### config.mk
export PLATFORM = sky130hd
export DESIGN_NAME = dense_deserial_flat
export DESIGN_NICKNAME = d
export VERILOG_FILES = /design/src/rtl/dense_deserial_pkg.sv /design/src/rtl/dense_deserial_if.sv /design/src/rtl/dense_deserial.sv /design/src/flat_wrapper.sv
export SDC_FILE = /design/constraint.sdc
export NUM_CORES = 2
export LEC_CHECK = 0
export CAP_MARGIN = 0
export CORE_AREA = 2 2 751 753
export CTS_CLUSTER_SIZE = 40
export DETAILED_ROUTE_END_ITERATION = 12
export DIE_AREA = 0 0 753 755
export GPL_TIMING_DRIVEN = 1
export PLACE_DENSITY = 0.5
export REMOVE_ABC_BUFFERS = 1
export SYNTH_ARGS = -nofsm -noshare
export SYNTH_HDL_FRONTEND = slang
export SYNTH_SLANG_ARGS = --single-unit
### constraint.sdc
create_clock -name clk -period 5.27 [get_ports clk]
set_clock_uncertainty 0.2 [all_clocks]
set_input_delay 0.7905 -clock clk [delete_from_list [all_inputs] [get_ports clk]]
set_output_delay 0.7905 -clock clk [all_outputs]
set_load 0.01 [all_outputs]
### src/rtl/dense_deserial_pkg.sv
// -----------------------------------------------------------------------------
// dense_deserial_pkg
//   Shared definitions for the dense-layer frame stream:
//     DENSE1_N   words per layer-1 output frame
//     DATA_W     serial word width
//     state_e    receiver state encoding (ST_IDLE / ST_COLLECT)
//     word_lsb() LSB position of word k inside a flat N*W sum-bus vector.
//                The serializer uses the same mapping, so word 0 sits in
//                the least significant slice.
// -----------------------------------------------------------------------------
package dense_deserial_pkg;

  localparam int DENSE1_N = 120;
  localparam int DATA_W   = 16;

  typedef enum logic {
    ST_IDLE    = 1'b0,
    ST_COLLECT = 1'b1
  } state_e;

  // Word k occupies bits [k*w + w-1 : k*w] of the flat vector.
  function automatic int word_lsb(input int idx, input int w);
    return idx * w;
  endfunction

endpackage

### src/rtl/dense_deserial_if.sv
// -----------------------------------------------------------------------------
// dense_deserial_if
//   Serial word stream coming out of the dense-layer post-processing
//   (bias add + activation).
//     valid        word on data_in is present this cycle
//     frame_start  first word of a frame (only meaningful with valid)
//     frame_end    last word of a frame (only meaningful with valid)
//     data_in      signed W-bit word
//   master: the producer side; slave: the receiver side.
// -----------------------------------------------------------------------------
interface dense_deserial_if
  import dense_deserial_pkg::*;
#(
  parameter int W = DATA_W
) ();

  logic                valid;
  logic                frame_start;
  logic                frame_end;
  logic signed [W-1:0] data_in;

  modport master (
    output valid,
    output frame_start,
    output frame_end,
    output data_in
  );

  modport slave (
    input valid,
    input frame_start,
    input frame_end,
    input data_in
  );

endinterface

### src/rtl/dense_deserial.sv
// -----------------------------------------------------------------------------
// dense_deserial
//   Receives the serial dense-layer output stream and packs exactly N words
//   into one parallel vector laid out like the MAC-array sum bus. Frames that
//   are short, long or restarted are discarded and flagged.
//
//   Ports
//     clk          system clock, rising edge
//     rst_n        asynchronous active-low reset
//     ena_i        clock enable; low freezes the capture state
//     s_i          serial stream (valid / frame_start / frame_end / data_in)
//     par_data_o   last good frame, word k at bits [k*W+W-1 : k*W]
//     par_valid_o  one-cycle pulse: par_data_o just took a good frame
//     frame_err_o  one-cycle pulse: a frame was discarded
//     busy_o       high while a frame is being collected
//
//   The collect buffer is separate from par_data_o, so a frame in progress
//   never disturbs the last good frame. Words are written by index (cnt) so
//   word 0 always lands in the LSB slice.
// -----------------------------------------------------------------------------
module dense_deserial
  import dense_deserial_pkg::*;
#(
  parameter int N = DENSE1_N,
  parameter int W = DATA_W
) (
  input  logic             clk,
  input  logic             rst_n,
  input  logic             ena_i,
  dense_deserial_if.slave  s_i,
  output logic [N*W-1:0]   par_data_o,
  output logic             par_valid_o,
  output logic             frame_err_o,
  output logic             busy_o
);

  localparam int           CW     = $clog2(N + 1);
  localparam int           IW     = (N * W > 1) ? $clog2(N * W) : 1;
  localparam logic [CW:0]  N_EXT  = (CW + 1)'(N);
  localparam bit           SINGLE = (N == 1);

  // Control state
  state_e          state_q, state_d;
  logic [CW-1:0]   cnt_q, cnt_d;
  logic            ovf_q, ovf_d;
  logic            par_valid_q;
  logic            frame_err_q;
  logic [N*W-1:0]  par_data_q;

  // Collect buffer (data only, never reset)
  logic [N*W-1:0]  buf_q, buf_d;

  // Per-cycle decisions
  logic            acc;
  logic            wr_en;
  logic [CW-1:0]   wr_idx;
  logic [IW-1:0]   wr_base;
  logic            good;
  logic            bad;
  logic [CW:0]     cnt_inc;
  logic            at_full;

  assign acc     = ena_i & s_i.valid;
  assign cnt_inc = {1'b0, cnt_q} + {{CW{1'b0}}, 1'b1};
  assign at_full = ({1'b0, cnt_q} == N_EXT);

  // ---------------------------------------------------------------------------
  // FSM: state register
  // ---------------------------------------------------------------------------
  always_ff @(posedge clk or negedge rst_n) begin
    if (!rst_n) begin
      state_q <= ST_IDLE;
    end else if (ena_i) begin
      state_q <= state_d;
    end
  end

  // ---------------------------------------------------------------------------
  // FSM: next-state logic
  // ---------------------------------------------------------------------------
  always_comb begin
    state_d = state_q;
    case (state_q)
      ST_IDLE: begin
        // A start word that is also the end word finishes immediately.
        if (acc && s_i.frame_start && !s_i.frame_end) begin
          state_d = ST_COLLECT;
        end
      end
      ST_COLLECT: begin
        if (acc) begin
          if (s_i.frame_start) begin
            state_d = s_i.frame_end ? ST_IDLE : ST_COLLECT;
          end else if (s_i.frame_end) begin
            state_d = ST_IDLE;
          end
        end
      end
      default: state_d = ST_IDLE;
    endcase
  end

  // ---------------------------------------------------------------------------
  // FSM: output / datapath control
  // ---------------------------------------------------------------------------
  always_comb begin
    wr_en  = 1'b0;
    wr_idx = cnt_q;
    cnt_d  = cnt_q;
    ovf_d  = ovf_q;
    good   = 1'b0;
    bad    = 1'b0;
    case (state_q)
      ST_IDLE: begin
        // Words outside a frame are dropped silently.
        if (acc && s_i.frame_start) begin
          wr_en  = 1'b1;
          wr_idx = '0;
          cnt_d  = CW'(1);
          ovf_d  = 1'b0;
          if (s_i.frame_end) begin
            cnt_d = '0;
            good  = SINGLE;
            bad   = !SINGLE;
          end
        end
      end
      ST_COLLECT: begin
        if (acc) begin
          if (s_i.frame_start) begin
            // Restart: the aborted frame is reported, the word becomes word 0.
            // A restart word that also carries frame_end is treated as part of
            // the fault and only reported, so the two pulses never coincide.
            bad    = 1'b1;
            wr_en  = 1'b1;
            wr_idx = '0;
            cnt_d  = s_i.frame_end ? '0 : CW'(1);
            ovf_d  = 1'b0;
          end else if (s_i.frame_end) begin
            wr_en = !at_full;
            cnt_d = '0;
            ovf_d = 1'b0;
            if (!ovf_q && (cnt_inc == N_EXT)) begin
              good = 1'b1;
            end else begin
              bad = 1'b1;
            end
          end else if (at_full) begin
            // Extra word beyond N: drop it and remember the frame is too long.
            ovf_d = 1'b1;
          end else begin
            wr_en = 1'b1;
            cnt_d = cnt_inc[CW-1:0];
          end
        end
      end
      default: ;
    endcase
  end

  // Buffer with the current word merged in, so the final word of a frame is
  // captured into par_data on the same edge that accepts it.
  assign wr_base = IW'(word_lsb(int'(wr_idx), W));

  always_comb begin
    buf_d = buf_q;
    if (wr_en) begin
      buf_d[wr_base +: W] = s_i.data_in;
    end
  end

  // ---------------------------------------------------------------------------
  // Registers: control, pulses and output frame
  // ---------------------------------------------------------------------------
  always_ff @(posedge clk or negedge rst_n) begin
    if (!rst_n) begin
      cnt_q       <= '0;
      ovf_q       <= 1'b0;
      par_valid_q <= 1'b0;
      frame_err_q <= 1'b0;
      par_data_q  <= '0;
    end else begin
      if (ena_i) begin
        cnt_q <= cnt_d;
        ovf_q <= ovf_d;
      end
      // good/bad are already gated by ena through acc, so pulses self-clear.
      par_valid_q <= good;
      frame_err_q <= bad;
      if (good) begin
        par_data_q <= buf_d;
      end
    end
  end

  // ---------------------------------------------------------------------------
  // Collect buffer
  // ---------------------------------------------------------------------------
  always_ff @(posedge clk) begin
    buf_q <= buf_d;
  end

  assign par_data_o  = par_data_q;
  assign par_valid_o = par_valid_q;
  assign frame_err_o = frame_err_q;
  assign busy_o      = (state_q == ST_COLLECT);

endmodule
### src/flat_wrapper.sv
// flat-port wrapper written by rule: the top's interface ports become plain ports
module dense_deserial_flat import dense_deserial_pkg::*;
#(
  parameter int N = DENSE1_N,
  parameter int W = DATA_W
)
  (clk, rst_n, ena_i, par_data_o, par_valid_o, frame_err_o, busy_o, s_i_valid, s_i_frame_start, s_i_frame_end, s_i_data_in);
  dense_deserial_if #(.W(W)) s_i_i ();
  input  logic clk;
  input  logic rst_n;
  input  logic ena_i;
  output logic [N*W-1:0] par_data_o;
  output logic par_valid_o;
  output logic frame_err_o;
  output logic busy_o;
  input wire logic [$bits(s_i_i.valid)-1:0] s_i_valid;
  input wire logic [$bits(s_i_i.frame_start)-1:0] s_i_frame_start;
  input wire logic [$bits(s_i_i.frame_end)-1:0] s_i_frame_end;
  input wire logic [$bits(s_i_i.data_in)-1:0] s_i_data_in;
  assign s_i_i.valid = s_i_valid;
  assign s_i_i.frame_start = s_i_frame_start;
  assign s_i_i.frame_end = s_i_frame_end;
  assign s_i_i.data_in = s_i_data_in;
  dense_deserial #(.N(N), .W(W)) u_core (.clk(clk), .rst_n(rst_n), .ena_i(ena_i), .s_i(s_i_i), .par_data_o(par_data_o), .par_valid_o(par_valid_o), .frame_err_o(frame_err_o), .busy_o(busy_o));
endmodule
# Word-level counts from Yosys, hierarchy flattened
# Index checks and enable logic that the tools add are counted.
[totals] ff_bits=3851 latchBits=0 ram_bits=0 mem_bits_ro=0 wordCells=68 mem_count=0
[classes] n_addsub=2 mul=0 div_mod_pow=0 n_lt_le_gt_ge=0 eq_ne=6 shifts=2 mux=41 bitwise=2 n_reduce_logical=8
[op_table] operator="1920-bit bitwise mux" count=1
[op_table] operator="1920-bit 2-to-1 mux" count=1
[op_table] operator="16-bit by 13-bit variable shift with 1920-bit output, first input constant" count=1
[op_table] operator="16-bit by 13-bit indexed part select with 1920-bit output" count=1
[op_table] operator="7-bit 2-to-1 mux" count=8
[op_table] operator="7-bit one-hot mux with 2 select lines" count=2
[op_table] operator="1-bit 2-to-1 mux" count=24
[op_table] operator="11-bit negator with 13-bit output" count=1
[op_table] operator="1-bit one-hot mux with 2 select lines" count=5
[op_table] operator="7-bit by 1-bit adder with 8-bit output, second input constant" count=1
[op_table] operator="8-bit by 7-bit == test with 1-bit output, second input constant" count=1
[op_table] operator="4-bit inequality test, second input constant" count=2
[op_table] operator="4-bit AND reduction" count=2
[op_table] operator="7-bit == test, second input constant" count=1
[op_table] operator="1-bit logical AND" count=3
[op_table] operator="1-bit zero test" count=3
[op_table] operator="2-bit by 1-bit inequality test with 1-bit output, second input constant" count=1
[op_table] operator="2-bit inequality test, second input constant" count=1
[op_table] operator="1-bit bitwise AND" count=1
[op_table] operator="1-bit NOT" count=1

# Depth between registers and ports, before layout
[depth] depth_word=8 depth_mapped=17

# Worst setup path before layout
# Ideal clock, no wire load.
[synth_timing] kind="input to register" startpoint="input port s_i_frame_start" endpoint="register u_core.buf_q[1222]" setup_time_ns=0.121 arrival_ns=4.312 required_ns=4.949 path_slack_ns=0.637 path_stages=17 n_path_buf=7 cell_sequence="buf_2 and3_1 clkbuf_1 clkbuf_1 nor2_1 inv_1 ha_1 clkbuf_1 nor4b_1 a32oi_1 and2_1 clkbuf_1 or2_2 clkbuf_1 nor3_2 buf_2 mux2_2"
[synth_via] elab_chain_cells=7 word_cells_on_any_way=14
[synth_lines] element="start: declaration" line="flat_wrapper.sv:17" rtl="input wire logic [$bits(s_i_i.frame_start)-1:0] s_i_frame_start;"
[synth_lines] element="7-bit 2-to-1 mux / 1-bit logical AND (equally long branches)" line="dense_deserial.sv:130, dense_deserial.sv:116"
[synth_lines] element="7-bit 2-to-1 mux (on tied branches)" line="dense_deserial.sv:129, dense_deserial.sv:116"
[synth_lines] element="7-bit one-hot mux with 2 select lines" line="dense_deserial.sv:113" rtl="case (state_q)"
[synth_lines] element="11-bit negator with 13-bit output" line="dense_deserial.sv:168" rtl="buf_d[wr_base +: W] = s_i.data_in;"
[synth_lines] element="16-bit by 13-bit indexed part select with 1920-bit output / 16-bit by 13-bit variable shift with 1920-bit output (equally long branches)" line="dense_deserial.sv:168"
[synth_lines] element="1920-bit bitwise mux" line="dense_deserial.sv:168"
[synth_lines] element="1920-bit 2-to-1 mux (*)" line="dense_deserial.sv:167" rtl="if (wr_en) begin"
[synth_lines] element="named net u_core.buf_d[1222]" line="dense_deserial.sv:51" rtl="logic [N*W-1:0] buf_q, buf_d;"
[synth_lines] element="end signal: assignment" line="dense_deserial.sv:200" rtl="buf_q <= buf_d;"
[synth_lines] element="end: declaration" line="dense_deserial.sv:51"
# The timed path passes the listed nets; every way through them passes the cells marked *.
# A chain may end at the register's enable or synchronous reset.

# Worst setup path in the final report
[layout_timing] startpoint="input port s_i_frame_start" endpoint="register u_core.par_data_q[1792] (netlist: u_core.par_data_o[1792])"
[layout_via] elab_chain_cells=7 word_cells_on_any_way=17
[layout_lines] element="7-bit 2-to-1 mux / 1-bit logical AND (equally long branches)" line="dense_deserial.sv:130, dense_deserial.sv:116"
[layout_lines] element="7-bit 2-to-1 mux (on tied branches)" line="dense_deserial.sv:129, dense_deserial.sv:116"
[layout_lines] element="7-bit one-hot mux with 2 select lines" line="dense_deserial.sv:113"
[layout_lines] element="11-bit negator with 13-bit output" line="dense_deserial.sv:168"
[layout_lines] element="16-bit by 13-bit indexed part select with 1920-bit output / 16-bit by 13-bit variable shift with 1920-bit output (equally long branches)" line="dense_deserial.sv:168"
[layout_lines] element="1920-bit bitwise mux" line="dense_deserial.sv:168"
[layout_lines] element="1920-bit 2-to-1 mux (*)" line="dense_deserial.sv:167"
[layout_lines] element="named net u_core.buf_d[1792]" line="dense_deserial.sv:51"
[layout_lines] element="end signal: assignment" line="dense_deserial.sv:191" rtl="par_data_q <= buf_d;"
[layout_lines] element="end: declaration" line="dense_deserial.sv:48" rtl="logic [N*W-1:0] par_data_q;"
# Marked as above.

==> flow_metrics.py <==
metrics = {
    "global_route": {
        "grt_max_degree": 228,
        "antenna_found_initial": 63,
        "grt_pass1_wl_um": 854000,
        "grt_pass1_vias": 103067,
        "track_usage": 0.212,
        "grt.overflow.total": 0,
    },
    "setup_path": {
        "crit_required_ns": 5.94,
        "start_kind": "primary input",
        "critical_path.cell_chain": "clkdlybuf4s50_1 > and3_1 > buf_12 > nor2_1 > inv_1 > ha_1 > or4b_4 > o21a_1 > o21ai_2 > or4_4 > mux2_2 > mux2_2",
        "crit_type": "primary input to flip-flop",
        "critPathMostFrequentCell": "mux2_2",
        "worstReg2RegStart": "u_core.cnt_q[0]",
        "rr_worst_depth": 9,
        "worst_path_largest_cell_delay_ns": 0.71,
        "r2r-end": "u_core.par_data_o[818]",
        "arrival_ns": 5.09,
        "reg2reg_slack_ns": 0.93,
        "critPathCaptureType": "flip-flop",
        "cpMaxStageDelayCell": "o21ai_2",
        "worstPathMaxFanout": 16,
    },
    "detailed_routing": {
        "antenna_left": 0,
        "wire_per_inst_um": 26.3,
        "postRouteWirelength_um": 625000,
        "drt_iter0_markers": 9169,
        "routed_via_density": 4.55,
        "via_count": 108155,
        "drc": 0,
        "firstDrtPassIters": 6,
    },
    "run_status": {
        "status": "finished clean",
    },
    "yosys": {
        "synth.distinct_cells": 77,
        "synth-edff-count": 0,
        "ys_seq_elements": 3851,
        "yosysSeqAreaShare": 0.647,
        "syn_area_per_cell_um2": 9.49,
        "ys_dominant_reg_cell": "dfrtp_1",
        "ys_async_sr_fraction": 0.501,
        "netlist_instances": 14128,
        "synth_area_mm2": 0.134,
        "ys.warnings.count": 0,
    },
    "timing": {
        "worst_pin_slew_ns": 1.34,
        "finalCriticalPeriod_ns": 4.42,
        "rsz0062_at_grt": "no",
        "fin_setup_tns_ns": 0,
        "drv_slew": 0,
        "final-hold-violation-count": 0,
        "finalSetupViolCount": 0,
        "period_share": 0.839,
        "clock.fmax_mhz": 226,
        "max_slew_margin": 0.103,
        "fin_ws_ns": 0.851,
        "whs_ns": 0.0961,
    },
    "placement": {
        "dp.cells": 22969,
        "place_hpwl_um": 438000,
        "place_ws_ns": -0.212,
        "port_buffers": 1944,
        "gp_congestion": 0.839,
    },
    "clock_tree": {
        "insertion_delay_ns": 0.99,
        "path_clk_slew_ns": 0.06,
        "htreeDepth": 5,
        "cts_buffers": 417,
        "ctsResizeCount": 0,
        "cts.sinks": 3851,
        "cts_tree": "yes",
        "root_buffer": "clkbuf_16",
        "clock_path_buffers": 4,
    },
    "cells_and_area": {
        "nets": 15950,
        "syn2layout_area_growth_pct": 33.2,
        "fin_cells": 23786,
        "n_fill_cell": 58435,
        "drive_above_1_share": 0.0964,
    },
    "floorplan": {
        "core_mm2": 0.560,
        "pin_count": 1945,
        "num_rows": 275,
        "die_h_um": 755,
        "dieArea_mm2": 0.569,
        "initial_core_util": 0.239,
        "fp.dieW_um": 753,
    },
    "hold_path": {
        "hold_end": "u_core.buf_q[998]",
        "hold-path-cell-count": 3,
        "hp-start": "s_i_data_in[6]",
        "hold_path_class": "primary input to flip-flop",
    },
    "pwr": {
        "pwr_density_cell_mw_per_mm2": 351,
        "peakVddDrop_mv": 0.250,
        "p_leak_uw": 0.0772,
    },
    "run": {
        "max-cap-violations": 0,
    },
}
## worst max-delay path by stage
stage | end | start | slack [ns] | cells past startpoint
2_1_floorplan | u_core.par_data_o[1697] | u_core.cnt_q[0] | -362.60 | 7
3_3_place_gp | u_core.par_data_o[1733] | s_i_frame_start | -0.23 | 13
3_5_place_dp | u_core.par_data_o[1735] | s_i_frame_start | -0.21 | 13
4_1_cts | u_core.par_data_o[908] | u_core.cnt_q[0] | 0.88 | 13
5_1_grt | u_core.par_data_o[908] | u_core.cnt_q[0] | 0.72 | 13
6_report | u_core.par_data_o[1792] | s_i_frame_start | 0.85 | 12
## flip-flops by register name (all words and copies together) (netlist names)
name	cells
u_core.cnt_q	7
u_core.buf_q	1920
u_core.frame_err_o	1
u_core.ovf_q	1
u_core.busy_o	1
u_core.par_valid_o	1
u_core.par_data_o	1920
## cell families after synthesis
family / share of synthesized area
DFF: 0.647
xor gates and xnor gates: 0.000261
muxes: 0.0297
buffers and inverters: 0.0328
AOI/OAI and AO/OA: 0.109
and+or+nand+nor: 0.180
adders and majority gates: 0.000653
## Yosys cell counts (6+ instances only)
cell | count | share of area
o21ai_1 | 12 | 0.00045
and3_1 | 10 | 0.00047
nor4_1 | 8 | 0.00037
buf_2 | 26 | 0.00097
a32o_1 | 18 | 0.0013
mux2i_1 | 49 | 0.0037
o311ai_0 | 14 | 0.00091
nor2_1 | 401 | 0.011
or4_1 | 11 | 0.00062
mux2_4 | 20 | 0.0022
o31ai_1 | 163 | 0.0091
or2_2 | 36 | 0.0017
nand2b_1 | 7 | 0.00033
mux2_2 | 283 | 0.024
dfxtp_1 | 1920 | 0.29
clkbuf_1 | 981 | 0.027
nor3_1 | 20 | 0.00075
inv_1 | 101 | 0.0028
ha_1 | 7 | 0.00065
a22o_1 | 67 | 0.0044
buf_1 | 33 | 0.00092
a32oi_1 | 14 | 0.00091
nand3_1 | 369 | 0.014
nor2b_1 | 7 | 0.00033
o21ai_0 | 1921 | 0.072
buf_6 | 7 | 0.00059
a221o_1 | 36 | 0.0027
and2_1 | 47 | 0.0022
dfrtp_1 | 1931 | 0.36
a21o_1 | 6 | 0.00034
nand4_1 | 50 | 0.0023
a31oi_1 | 211 | 0.0098
nand2_1 | 5121 | 0.14
o211ai_1 | 7 | 0.00039
a21oi_1 | 143 | 0.0053
or3_1 | 7 | 0.00033
## layout make-up
| cell class | count | area (µm²) | area share |
|---|---|---|---|
| clock inverters | 113 | 1490 | 0.00834 |
| inverters | 101 | 387 | 0.00217 |
| flip-flops and latches | 3851 | 86800 | 0.486 |
| repair buffers | 2422 | 24400 | 0.137 |
| multi-input cells | 9128 | 43400 | 0.243 |
| diodes | 30 | 75.1 | 0.000421 |
| well taps | 7479 | 9360 | 0.0524 |
| clock buffers | 662 | 12600 | 0.0704 |
## critical path, delay by kind of cell
family / cells / cell delay (ns)
buf+inv: 3 / 0.92
fa+ha+maj: 1 / 0.17
simple gates: 4 / 1.54
compound gates: 2 / 0.93
mux: 2 / 0.67
## power by group
part / internal [µW] / total (µW) / leakage (µW) / switching [µW]
clock: 17400 / 30200 / 0.00689 / 12700
sequential: 29500 / 29500 / 0.0425 / 53.0
combinational: 565 / 2990 / 0.0279 / 2430
## metal layers
metal  vias to the layer above  part of all wire  track usage
met2                      3582              0.44        0.332
met5                         -          0.000038            0
met4                         4             0.041       0.0758
met1                     53610              0.44        0.284
met3                       775             0.072       0.0505
li1                      50184                 -            -
## metrics by stage
stage,utilization,cell area [µm²],total power (µW)
2_1_floorplan,-,130000,30800
3_3_place_gp,0.293,164000,33200
3_5_place_dp,0.293,164000,33200
4_1_cts,0.319,178000,63400
5_1_grt,0.319,178000,64600
6_report,0.319,179000,62700
## cell usage in the layout (no fill, tap or decap), drive strengths merged, types with 50 or more instances in the layout
cell type and instances:
clkbuf 662, a21oi 143, nand3 369, clkdlybuf4s50 1927, nor2 401, nand4 50
mux2 303, dfrtp 1931, and2 50, clkinv 76, a31oi 211, a22o 67
nand2 5121, inv 111, o31ai 163, buf 483, o21ai 1933, dfxtp 1920
## repair_timing
action / 4_1_cts / 5_1_grt
hold buffers: 12 / 0
hold endpoints to repair: 57 / 0
setup buffers: 0 / 0
Note: power is estimated with default switching activity, not from simulation.
